==> src/rtl/stack_unit.sv <==
// MiniRISC stack sequencer: runs the push/pop frame on the data-memory
// path while the controller sits in its stack-operation state.
module stack_unit #(
    parameter logic [7:0] SP_RESET    = 8'hFF,
    parameter logic [7:0] STACK_LIMIT = 8'hC0
) (
    input  logic       clk,
    input  logic       rst,
    input  logic       initialize,
    input  logic       stack_op_ongoing,
    input  logic       push_or_pop,
    input  logic       with_flags,
    input  logic       bus_grant,
    input  logic [7:0] pc_in,
    input  logic [5:0] flags_in,
    input  logic [7:0] mem_din,
    input  logic       dbg_is_brk,
    input  logic       dbg_sp_wr,
    input  logic [7:0] dbg_sp_din,
    output logic [7:0] stack_addr,
    output logic [7:0] stack_dout,
    output logic       stack_addr_sel,
    output logic       stack_op_end,
    output logic [7:0] pc_pop,
    output logic [5:0] flags_pop,
    output logic [7:0] sp,
    output logic       stack_ovf,
    output logic       stack_unf
);

    logic [7:0] sp_q, sp_d;
    logic       beat_q, beat_d;
    logic [7:0] pc_pop_q, pc_pop_d;
    logic [5:0] flags_pop_q, flags_pop_d;
    logic       ovf_q, ovf_d;
    logic       unf_q, unf_d;

    logic       last_beat;
    logic       fire;
    logic       dbg_ok;
    logic [7:0] sp_inc;

    assign sp_inc    = sp_q + 8'd1;
    assign last_beat = (beat_q == with_flags);
    assign fire      = stack_op_ongoing && bus_grant;
    assign dbg_ok    = dbg_sp_wr && dbg_is_brk && !stack_op_ongoing;

    // Pop addresses SP+1; the per-beat SP update walks the second beat.
    assign stack_addr     = push_or_pop ? sp_q : sp_inc;
    assign stack_dout     = !push_or_pop ? 8'h00 :
                            beat_q ? {2'b00, flags_in} : pc_in;
    assign stack_addr_sel = stack_op_ongoing;
    assign stack_op_end   = fire && last_beat;

    assign pc_pop    = pc_pop_q;
    assign flags_pop = flags_pop_q;
    assign sp        = sp_q;
    assign stack_ovf = ovf_q;
    assign stack_unf = unf_q;

    always_comb begin
        sp_d        = sp_q;
        beat_d      = beat_q;
        pc_pop_d    = pc_pop_q;
        flags_pop_d = flags_pop_q;
        ovf_d       = ovf_q;
        unf_d       = unf_q;
        if (initialize) begin
            sp_d   = SP_RESET;
            beat_d = 1'b0;
            ovf_d  = 1'b0;
            unf_d  = 1'b0;
        end else if (fire) begin
            beat_d = !last_beat;
            if (push_or_pop) begin
                ovf_d = ovf_q | (sp_q == STACK_LIMIT);
                sp_d  = sp_q - 8'd1;
            end else begin
                unf_d = unf_q | (sp_q == SP_RESET);
                sp_d  = sp_inc;
                if (with_flags && !beat_q)
                    flags_pop_d = mem_din[5:0];
                else
                    pc_pop_d = mem_din;
            end
        end else begin
            if (!stack_op_ongoing)
                beat_d = 1'b0;
            if (dbg_ok)
                sp_d = dbg_sp_din;
        end
    end

    always_ff @(posedge clk or posedge rst) begin
        if (rst) begin
            sp_q        <= SP_RESET;
            beat_q      <= 1'b0;
            pc_pop_q    <= 8'h00;
            flags_pop_q <= 6'h00;
            ovf_q       <= 1'b0;
            unf_q       <= 1'b0;
        end else begin
            sp_q        <= sp_d;
            beat_q      <= beat_d;
            pc_pop_q    <= pc_pop_d;
            flags_pop_q <= flags_pop_d;
            ovf_q       <= ovf_d;
            unf_q       <= unf_d;
        end
    end

endmodule

==> config.mk <==
export PLATFORM = sky130hd
export DESIGN_NAME = stack_unit
export DESIGN_NICKNAME = d
export VERILOG_FILES = /design/src/rtl/stack_unit.sv
export SDC_FILE = /design/constraint.sdc
export NUM_CORES = 1
export LEC_CHECK = 0
export ABC_AREA = 1
export BUFFER_PORTS_ARGS = -buffer_cell sky130_fd_sc_hd__buf_2
export CORE_MARGIN = 3
export CORE_UTILIZATION = 45
export CTS_CLUSTER_DIAMETER = 30
export CTS_CLUSTER_SIZE = 14
export DETAILED_ROUTE_END_ITERATION = 10
export GPL_TIMING_DRIVEN = 0
export PLACE_DENSITY = 0.8
export SETUP_SLACK_MARGIN = 0.05
export SLEW_MARGIN = 20
export SYNTH_ARGS = -nofsm -noshare
export SYNTH_HDL_FRONTEND = slang
export SYNTH_SLANG_ARGS = --single-unit
==> constraint.sdc <==
create_clock -name clk -period 1.8 [get_ports clk]
set_input_delay 0.18 -clock clk [delete_from_list [all_inputs] [get_ports clk]]
set_output_delay 0.18 -clock clk [all_outputs]
set_load 0.1 [all_outputs]
==> impl_metrics.toml <==
[critical_path]
reg2reg_depth = 9
cp_num_cells = 6
startpoint = "sp[1]$_DFFE_PP1P_"
crit_type = "reg2out"
rrSetupSlack_ps = 30
cp.arrival_ps = 1800
timing.rr.end = "sp[6]$_DFFE_PP1P_"
slowest_stage = "dfstp_4"
timing.rr.start = "sp[1]$_DFFE_PP1P_"
slowest_delay_ps = 670
path_buf_inv = 1
worst_setup_path_start_kind = "flop"
cp_cell_sequence = "ha_4, nand4_4, o21ai_2, nand3_2, nand2_4, buf_12"
critPathMaxFanout = 4
crit_family = "flip-flops"
crit_end = "stack_addr[6]"
cp-end-kind = "output port"
required_ps = 1620

[route]
dr.pass1.iters = 4
via_count = 1962
post_drt_wl_per_cell_um = 13.9
ant_nets = 0
routed_wl_um = 5350
via_per_inst = 5.08
drtIter0Drc = 101
drc_errors = 0

[clocking]
cts_tree = "built"
numCtsBuffers = 3
cts_max_level = 1
cts_sinks = 25
clock_latency_ps = 270
cts-root-buf = "clkbuf_8"
clock_path_buffers = 2
clkTransAtPathRegs_ps = 90

[synthesis]
async_flop_share_pct = 100
ys_seq_elements = 25
synth_top_area_cell = "dfrtp_1"
syn-num-nets = 284
yosysSeqAreaShare_pct = 36.0
ys_top_cells_by_area = "dfrtp_1 (24%), dfstp_2 (12%), nand2_1 (9.8%), nor2_1 (8.1%), o21ai_0 (5.1%)"
yosys.area.top_type_share_pct = 24.1
synth_cell_types = 32
ys_warn_count = 0
avgSynthCellArea_sq_um = 7.39
synth_area_sq_um = 1770
synth_edf_count = 0
synth_flop_cell = "dfrtp_1"
synth.most_common_cell = "nand2_1"
synthTopCellsByCount = "nand2_1 (46), nor2_1 (38), inv_1 (24), o21ai_0 (18)"
synthCells = 239

[pwr]
combPwrFrac_pct = 63.8
p_leak_nw = 1.43
vdd_ir_drop_max_v = 0.000931
p_per_area_nw_per_um2 = 1100
power.net_switching_mw = 1.71
p_clk_share_pct = 11.1
seqPwrFrac_pct = 25.1
power.internal_mw = 1.33
p_sw_share_pct = 56.4

[die]
dieArea_sq_um = 4710
core_sq_um = 3720
io_pins = 81
initial_core_util_pct = 47.5
die_h_um = 68.6
fp.dieW_um = 68.6
core.rowCount = 22

[hold_path]
hp-class = "in2async"

[timing]
slew_viol_final = 0
rsz0062_at_grt = "yes"
max-slew-margin-rel_pct = 35.0
setup_viol = 7
hold_viol = 0
skew_ps = 3.86
worst_slew_pin_slew_ps = 974
fmax_mhz = 504
period_share_pct = 110
setup_ws_ps = -183
period_minus_slack_ps = 1980

[finish]
nNetsFinal = 384
fin_area_sq_um = 2760
drive_gt1_share_pct = 53.3
area_delta_synth_final_pct = 56.3
antennaDiodeCount = 0

[status]
violations = "negative setup slack"
outcome = "complete, but fails checks"

[placed_design]
gp_congestion = 0.839
dpl_cell_area_sq_um = 2360
dp_hpwl_um = 3640
portBuffers = 80
place_ws_ps = -172

[job]
drv_cap = 0

[grt]
grt_use_total_pct = 23.5
antenna_found_initial = 0
grt_overflow_total = 0
grt_pass1_vias = 1960
grt_pass1_wl_um = 8400
grt_start_max_net_pins = 26
[worst min path at each step]
stage	startpoint	slack, ps	cells after the start	end
after global routing	mem_din[6]	130	2	pc_pop[6]$_DFFE_PP0P_
final	rst	120	2	flags_pop[2]$_DFFE_PP0P_
after global placement	mem_din[6]	410	2	pc_pop[6]$_DFFE_PP0P_
after floorplan	rst	200	1	beat_q$_DFFE_PP0P_
after detailed placement	mem_din[7]	420	2	pc_pop[7]$_DFFE_PP0P_
after CTS	mem_din[6]	130	2	pc_pop[6]$_DFFE_PP0P_
[cells by family after synthesis]
kind of cell               share of synthesized area, %
and+or+nand+nor                                    31.8
AOI/OAI and AO/OA                                  14.8
buffers and inverters                              10.9
DFF                                                36.0
adders and majority gates                          4.25
muxes                                              1.70
xor gates and xnor gates                          0.496
[cells in the final DEF, fill, tap and decap left out, types with 2 or more instances in the layout]
cell        count
o21ai_1        11
o21ai_2        12
nor2_2          9
nand3_2         6
nor3_1          2
mux2_4          2
dfrtp_1        16
nand2_4         3
dfstp_4         5
ha_1            2
clkbuf_8        3
buf_6           5
nor2_4          2
inv_1          20
o21ai_4         4
a21oi_1         2
buf_2          75
nand3_1        13
buf_8           3
nor2_1         31
ha_4            3
buf_12          8
nand2_1        42
nand2_2         6
inv_2           8
buf_4          14
clkinvlp_4      2
nand3_4         2
o21ai_0         9
dfstp_2         3
[sequential cells by signal, summed over array words and instances, names as in the netlist]
signal,count
pc_pop,8
stack_unf,1
stack_ovf,1
sp,8
beat_q,1
flags_pop,6
[metal layers]
layer	GRT usage (%)	up-vias	wire, um
li1	-	967	-
met1	27.6	921	2100
met2	41.7	65	2840
met3	5.67	9	326
met4	7.44	0	89
met5	0	-	0
[stage by stage]
step | instances | total power, mW | hold slack, ps | setup TNS, ps | util [%]
3_5_place_dp | 367 | 2.45 | 418 | -492 | 63.5
2_1_floorplan | 239 | 2.19 | 201 | -1290 | -
4_1_cts | 377 | 2.96 | 131 | -752 | 70.7
5_1_grt | 386 | 3.19 | 135 | -1510 | 74.2
6_report | 386 | 3.04 | 121 | -1040 | 74.2
3_3_place_gp | 367 | 2.43 | 412 | -350 | 63.5
[area by class of cell]
cell class                 instances  area (sq um)
buffer                            10          92.6
multi-input combinational        173          1130
fill                             289           957
inverter                          31           129
clock buffer                       4          45.0
sequential                        25           656
tap                               48          60.1
timing repair buffer              95           649
[worst register-to-register path, cell delays in order, from the launching register on]
cell and delay (ps):
dfstp_4 670, ha_4 170, nand4_4 130, o21ai_2 180, nand3_2 120, buf_4 150
buf_4 120, nand2_1 50, nand2_1 50, nand2_1 60
[timing repair]
item | CTS | global route
endpoints found under the setup margin | 9 | 12
resized for setup | 45 | 17
setup buffers | 6 | 9
hold buffers | 0 | 0
pin swaps | 5 | 7
[power by group through the flow]
stage          Combinational [mW]  Clock [mW]  Sequential, mW
3_5_place_dp                 1.68           0           0.768
2_1_floorplan               0.728           0            1.46
3_3_place_gp                 1.66           0           0.767
6_report                     1.94       0.336           0.763
4_1_cts                      1.85       0.347           0.762
5_1_grt                      2.04       0.372           0.778
(Power assumes the default switching activity.)
